## config.mk

```make
export PLATFORM = sky130hd
export DESIGN_NAME = lp_rx
export DESIGN_NICKNAME = d
export VERILOG_FILES = /design/src/rtl/lp_rx_pkg.sv /design/src/rtl/lp_rx_filter.sv /design/src/rtl/lp_rx.sv
export SDC_FILE = /design/constraint.sdc
export NUM_CORES = 1
export LEC_CHECK = 0
export CAP_MARGIN = 15
export CORE_MARGIN = 4
export CORE_UTILIZATION = 54
export CTS_BUF_LIST = sky130_fd_sc_hd__clkbuf_2
export DETAILED_ROUTE_END_ITERATION = 10
export MAX_ROUTING_LAYER = met4
export PLACE_DENSITY = 0.75
export SYNTH_ARGS = -nofsm -noshare
export SYNTH_HDL_FRONTEND = slang
export SYNTH_HIERARCHICAL = 1
export SYNTH_SLANG_ARGS = --single-unit
```

## constraint.sdc

```tcl
create_clock -name clk -period 1.75 [get_ports clk]
set_input_delay 0.35 -clock clk [delete_from_list [all_inputs] [get_ports clk]]
set_output_delay 0.35 -clock clk [all_outputs]
set_load 0.01 [all_outputs]
```

## src/rtl/lp_rx_pkg.sv

```systemverilog
// Shared LP line-state constants and LP receiver FSM encoding (TX LP sequencer uses the same constants).
// Escape states exist only when LP_RX_ESC_EN is defined.
package lp_rx_pkg;

   typedef logic [1:0] lp_line_t;

   // Line state is {P, N}.
   localparam lp_line_t LP00 = 2'b00;
   localparam lp_line_t LP01 = 2'b01;
   localparam lp_line_t LP10 = 2'b10;
   localparam lp_line_t LP11 = 2'b11;

   typedef enum logic [3:0] {
      ST_WAIT_STOP = 4'd0,
      ST_STOP      = 4'd1,
      ST_HS_RQST   = 4'd2,
      ST_HS_PREP   = 4'd3,
      ST_HS        = 4'd4
`ifdef LP_RX_ESC_EN
      ,
      ST_LP_RQST   = 4'd5,
      ST_ESC_BR    = 4'd6,
      ST_ESC_RQST  = 4'd7,
      ST_ESC       = 4'd8
`endif
   } lp_state_t;

endpackage

```

## src/rtl/lp_rx_filter.sv

```systemverilog
// lp_filter: two-flop synchronizer per line plus dwell filter; emits the accepted
// line pair and a one-cycle strobe whenever the accepted pair changes.
module lp_filter
   import lp_rx_pkg::*;
#(
   parameter int T_MIN = 4
) (
   input  logic     clk,
   input  logic     rst,
   input  lp_line_t pair,
   output lp_line_t line,
   output logic     chg
);

   lp_line_t   s1, s2;
   logic [1:0] vld_pipe;
   logic [3:0] dwell;
   logic       acc_vld;
   logic       stable;

   // vld_pipe keeps the preset synchronizer contents out of the dwell count,
   // so post-reset acceptance sees the same latency as a real line edge.
   assign stable = vld_pipe[1] && (dwell >= 4'(T_MIN - 1)) && (!acc_vld || s2 != line);

   always_ff @(posedge clk) begin
      if (rst) begin
         s1       <= LP11;
         s2       <= LP11;
         vld_pipe <= '0;
         dwell    <= '0;
         line     <= LP00;
         acc_vld  <= 1'b0;
         chg      <= 1'b0;
      end else begin
         s1       <= pair;
         s2       <= s1;
         vld_pipe <= {vld_pipe[0], 1'b1};
         if (!vld_pipe[1] || s1 != s2)
            dwell <= '0;
         else if (dwell != 4'hF)
            dwell <= dwell + 4'd1;
         chg <= stable;
         if (stable) begin
            line    <= s2;
            acc_vld <= 1'b1;
         end
      end
   end

endmodule

```

## src/rtl/lp_rx.sv

```systemverilog
// D-PHY style LP receiver: filtered line states drive the STOP/HS-entry FSM.
// Define LP_RX_ESC_EN to build the escape-mode entry path.
module lp_rx
   import lp_rx_pkg::*;
#(
   parameter int T_MIN    = 4,
   parameter int T_SETTLE = 8
) (
   input  logic clk,
   input  logic rst,
   input  logic lp_p,
   input  logic lp_n,
   output logic stop_state,
   output logic hs_term_en,
   output logic hs_rx_en,
   output logic esc_mode,
   output logic lp_err
);

   lp_line_t   line;
   logic       chg;
   lp_state_t  state, state_n;
   logic [3:0] settle, settle_n;
   logic       err_n;

   lp_filter #(.T_MIN(T_MIN)) u_filter (
      .clk  (clk),
      .rst  (rst),
      .pair ({lp_p, lp_n}),
      .line (line),
      .chg  (chg)
   );

   always_comb begin
      state_n  = state;
      settle_n = (state == ST_HS_PREP && settle != 4'd0) ? settle - 4'd1 : 4'd0;
      err_n    = 1'b0;
      if (chg) begin
         if (line == LP11) begin
            state_n = ST_STOP;
         end else begin
            case (state)
               ST_WAIT_STOP: ;
               ST_STOP:
                  if (line == LP01) state_n = ST_HS_RQST;
`ifdef LP_RX_ESC_EN
                  else if (line == LP10) state_n = ST_LP_RQST;
`endif
                  else err_n = 1'b1;
               ST_HS_RQST:
                  if (line == LP00) begin
                     state_n  = ST_HS_PREP;
                     settle_n = 4'(T_SETTLE);
                  end else err_n = 1'b1;
`ifdef LP_RX_ESC_EN
               ST_LP_RQST:
                  if (line == LP00) state_n = ST_ESC_BR;
                  else err_n = 1'b1;
               ST_ESC_BR:
                  if (line == LP01) state_n = ST_ESC_RQST;
                  else err_n = 1'b1;
               ST_ESC_RQST:
                  if (line == LP00) state_n = ST_ESC;
                  else err_n = 1'b1;
`endif
               default: err_n = 1'b1;
            endcase
            if (err_n) state_n = ST_WAIT_STOP;
         end
      end else if (state == ST_HS_PREP && line == LP00 && settle <= 4'd1) begin
         // Settle counter hits zero on this edge.
         state_n = ST_HS;
      end
   end

   always_ff @(posedge clk) begin
      if (rst) begin
         state      <= ST_WAIT_STOP;
         settle     <= '0;
         stop_state <= 1'b0;
         hs_term_en <= 1'b0;
         hs_rx_en   <= 1'b0;
         lp_err     <= 1'b0;
      end else begin
         state      <= state_n;
         settle     <= settle_n;
         stop_state <= (state_n == ST_STOP);
         hs_term_en <= (state_n == ST_HS_PREP) || (state_n == ST_HS);
         hs_rx_en   <= (state_n == ST_HS);
         lp_err     <= err_n;
      end
   end

`ifdef LP_RX_ESC_EN
   always_ff @(posedge clk) begin
      if (rst) esc_mode <= 1'b0;
      else     esc_mode <= (state_n == ST_ESC);
   end
`else
   assign esc_mode = 1'b0;
`endif

endmodule

```

After elaboration in Yosys (flattened, before gate mapping)
Cells that the tools add are included.

$add $sub $neg: 2. $lt $le $gt $ge: 2. Eq/ne operators: 11. Muxes and demuxes: 18. Bitwise operators: 1. Reductions and logical operators: 15.

Operator list (number): $mux 4 (11); $eq 4x2->1 const B (3); $eq 4x1->1 const B (2); $pmux 4 s2 (1); $logic_and 1x1->1 (5); $mux 1 (5); $add 4x1->4 const B (1); $eq 4x3->1 const B (1); $ge 4x2->1 const B (1); $le 4x1->1 const B (1); $logic_not 4->1 (1); $ne 2x2->1 (2); $ne 4x4->1 const B (1); $reduce_bool 4->1 (1); $sub 4x1->4 const B (1); $logic_or 1x1->1 (3); $pmux 1 s3 (1); $reduce_or 3->1 (1); $eq 2x1->1 const B (1); $eq 2x2->1 const B (1); $logic_not 1->1 (2); $logic_not 2->1 (1); $reduce_or 2->1 (1); $not 1->1 (1).

Register bits: 26. Input port bits: 4. Output and inout port bits: 5. Word-level logic and storage cells: 63.

Longest topological paths before layout
Depth after elaboration: 10. Mapped depth: 7. Depth with buffers taken out: 7.

Hierarchy
Netlist, hierarchy kept.

Modules (own cells, without submodules): lp_rx (times used 1, cells an instance 63, area each 598.1 um2); lp_filter (times used 1, cells an instance 48, area each 510.5 um2).

Worst setup path before layout
Ideal clock, no wire load.

Path kind: flip-flop to flip-flop. Start: reg settle[0]. End: reg hs_term_en. Setup time: 0.116 ns. Arrival: 1.483 ns. Data required time: 1.634 ns. Path slack: 0.152 ns. Stages on the path, launching flop included: 8. Clock period less this slack: 1.598 ns. Cell sequence: dfxtp_1 inv_1 ha_1 nor2_1 and4b_1 a31oi_1 nor4b_4 a31o_1.

Longest elaborated chain between the ends: 6.

RTL lines: start, declared (RTL line lp_rx.sv:23) `logic [3:0] settle, settle_n;`; start signal, assigned (RTL line lp_rx.sv:86) `settle <= settle_n;`; $le 4x1->1 (*) (RTL line lp_rx.sv:70) `end else if (state == ST_HS_PREP && line == LP00 && settle <= 4'd1) begin`; $logic_and 1x1->1 (*) (RTL line lp_rx.sv:70); $mux 4 (*) (RTL line lp_rx.sv:70); $mux 4 (*) (RTL line lp_rx.sv:38) `if (chg) begin`; $eq 4x2->1 or $eq 4x3->1 (tied branches) (RTL line lp_rx.sv:88) `hs_term_en <= (state_n == ST_HS_PREP) || (state_n == ST_HS);`; $logic_or 1x1->1 (*) (RTL line lp_rx.sv:88); end signal, assigned (RTL line lp_rx.sv:88); end, declared (RTL line lp_rx.sv:14) `output logic hs_term_en,`.

Mark *: on every way between the ends. The rest lies on a longest branch, timed or not. A chain may end at the register's enable or synchronous reset.

Final worst setup path
Start: reg state[2]. End: reg hs_term_en.

Longest elaborated chain between the ends: 9.

RTL lines: start, declared (RTL line lp_rx.sv:22) `lp_state_t state, state_n;`; start signal, assigned (RTL line lp_rx.sv:85) `state <= state_n;`; $eq 4x2->1, or another cell as far along (RTL line lp_rx.sv:42) `case (state)`; $pmux 1 s3 (RTL line lp_rx.sv:42); $mux 1 (RTL line lp_rx.sv:39) `if (line == LP11) begin`; $mux 1 (RTL line lp_rx.sv:38); $mux 4 (RTL line lp_rx.sv:68) `if (err_n) state_n = ST_WAIT_STOP;`; $mux 4 (RTL line lp_rx.sv:39); $mux 4 (*) (RTL line lp_rx.sv:38); $eq 4x2->1 or $eq 4x3->1 (tied branches) (RTL line lp_rx.sv:88); $logic_or 1x1->1 (*) (RTL line lp_rx.sv:88).

Mark *: on every way between the ends. The rest lies on a longest branch, timed or not. The select of a mux whose other input is x is not followed.

==> reports/summary.txt <==
Worst Setup SP = state[2]$_SDFF_PP0_
Worst Setup Slack, final = 0.0880 ns
Fin. Hold Viols = 0
Yosys top cell area share = 47.0%
register area = 522 µm²
Post-Syn Instances = 111
EDFF count, synth = 0
pwr dens = 779 mW/mm²
vias in the first global route = 846
Die Area = 0.00284 mm²
clk root buf = clkbuf_2
Die Wd = 53.3 µm
distinct cell type count after synthesis = 38
# DRC = 0
Syn. warnings = 6
Slew Limit Fails = 0
Lkg Pwr = 0.000495 µW
Post-DRT Antenna Nets = 0
Hold Slack = 0.459 ns
f_max = 602 MHz
R2R depth = 5
CP Data Required Time = 2.07 ns
status = finished clean
NumNets Final = 132
pre-CTS setup slack = 0.00223 ns
first-pass GRT wire length = 3.60 mm
total I/O pin count = 9
CTS tree = done
Final setup viols = 0
RSZ-0062 raised after global routing = yes
CP max stage delay = 0.43 ns
drt total wl = 1.96 mm
top post-synthesis cells by area = dfxtp_1 (47%), xnor2_1 (5.5%), nor2_1 (5.4%)
Layout area overhead = 17.5%
CTS Hold Buffers Added = 0
initial core utilization = 56.5%
Clock transition at path regs = 0.23 ns
Synth area leader = dfxtp_1
Core Area = 0.00196 mm²
Skew-Pair Late Insertion Delay = 0.34 ns
endpoint class of the critical path = flop
Port Buffer Count = 7
share of cells above drive strength 1 = 17.9%
H-tree Lvls = 1
clk sink count = 26
Avg Cell Area, Syn = 9.99 µm²
DR pass1 iterations = 4
Crit-path slowest cell = or3b_1
Num CTS Buffers = 3
DR vias = 815
num rows = 16
Placer Congestion = 0.763
Seq cells post-synth = 26
Via density = 5.43
syn_nets = 119
worst r2r dst = hs_term_en$_SDFF_PP0_
CP endpoint = hs_term_en$_SDFF_PP0_
wire per inst = 13.0 µm
sequential element share of the synthesized area = 47.0%
max cap viols = 0
highest-count cells in the layout ignoring fill and taps = dfxtp_1 (25), nor2_1 (15), xnor2_1 (7), clkdlybuf4s50_1 (7), inv_1 (6)
Final Util = 66.4%
largest net degree at the start of global routing = 18
Synth Flop Type = dfxtp_1
DRT iter0 DRCs = 12
total chip power = 1010 µW
height of the die = 53.3 µm
commonest non-fill, non-tap cell in the layout = dfxtp_1
Post-DP HPWL = 1.43 mm
initial antenna violation count = 0
internal reg-to-reg setup slack = 0.09 ns
period utilization = 95.0%
multi-input logic area = 574 µm²
Setup Skew = 0.00243 ns
CP arrival = 1.98 ns
Critical Path Start Type = flop
Cell Chain, Critical Path = or3b_1, and4bb_1, o21ai_2, nor4b_4, a31o_1
Ant. Diodes = 0
fillers = 178
CP Max Fanout = 4
maximum VDD drop = 0.398 mV
crit path kind = flop to flop
setup repair bufs after CTS = 0
Tot GR Track Use = 17.6%
HP Class = flop to flop
Final Critical Period = 1.66 ns
post-synthesis async set-or-reset flop share = 0%
worst reg2reg startpoint = state[2]$_SDFF_PP0_
synthesized cell area = 0.00111 mm²
grt ovf = 0
CTS max path bufs = 2
-- sequential cells by signal (all words and copies together), names as in the netlist --
name	count
lp_err	1
stop_state	1
settle	4
u_filter/chg	1
hs_term_en	1
u_filter/line	2
u_filter/acc_vld	1
hs_rx_en	1
u_filter/s2	2
u_filter/s1	2
u_filter/vld_pipe	2
u_filter/dwell	4
state	4
-- stage by stage --
step	cell area [µm²]	std cells	setup TNS [ns]
after floorplan	1110	111	0
after global placement	1230	146	0
after detailed placement	1230	146	0
after CTS	1290	150	0
after global routing	1300	150	-0.0121
final	1300	150	0
-- report_power, final --
part	total [µW]	switching, µW	internal, µW
combinational	35.2	14.1	21.1
sequential	608	6.17	601
clock	371	175	197
-- what timing repair did --
action | 4_1_cts | 5_1_grt
endpoints found under the hold margin | 0 | 0
resized for setup | 1 | 6
setup endpoints to repair | 1 | 2
-- Yosys cell counts (all sizes together) (2+ instances only) --
master,number
o21ai,3
inv,6
a311oi,2
nand2,4
nor3,3
a31oi,3
nor2,16
nand3,2
buf,2
or2,4
xnor2,7
ha,4
mux2i,3
nor2b,2
a21oi,4
dfxtp,26
-- final cells by class --
class	instances	area share (%)
Inverter	6	1.73
Multi-Input combinational cell	77	44.1
Timing Repair Buffer	10	8.07
Sequential cell	26	40.1
Clock inverter	1	2.31
Clock buffer	3	1.15
Tap cell	27	2.59
-- worst min-delay path by stage --
stage,start,end,slack [ns],cells past startpoint
2_1_floorplan,u_filter/vld_pipe[0]$_DFF_P_,u_filter/vld_pipe[1]$_SDFF_PP0_,0.41,1
3_3_place_gp,u_filter/vld_pipe[0]$_DFF_P_,u_filter/vld_pipe[1]$_SDFF_PP0_,0.42,1
3_5_place_dp,u_filter/vld_pipe[0]$_DFF_P_,u_filter/vld_pipe[1]$_SDFF_PP0_,0.44,1
4_1_cts,u_filter/acc_vld$_SDFFE_PP0P_,u_filter/acc_vld$_SDFFE_PP0P_,0.47,2
5_1_grt,u_filter/vld_pipe[0]$_DFF_P_,u_filter/vld_pipe[1]$_SDFF_PP0_,0.49,1
6_report,settle[0]$_SDFF_PP0_,settle[0]$_SDFF_PP0_,0.46,1
-- cell families after synthesis --
kind of cell | synth area share [%]
AND/OR/NAND/NOR | 22.2
AO/OA/AOI/OAI | 14.6
buffers and inverters | 3.16
adder cells (fa/ha/maj) | 4.51
multiplexers | 2.71
XOR/XNOR | 5.53
flip-flops | 47.0
other | 0.338
-- metal layers --
metal	track usage, %	share of wire (%)
met2	31.0	51
met4	8.09	1.6
met3	2.54	4.0
met5	-	0
met1	19.4	44
-- worst max-delay path: cells and delay by family, from the launching register on --
| kind | cells | cell delay [ns] |
|---|---|---|
| DFF | 1 | 0.41 |
| and+or+nand+nor | 3 | 1.00 |
| AOI/OAI and AO/OA | 2 | 0.23 |
Power figures use the tool's default switching activity.
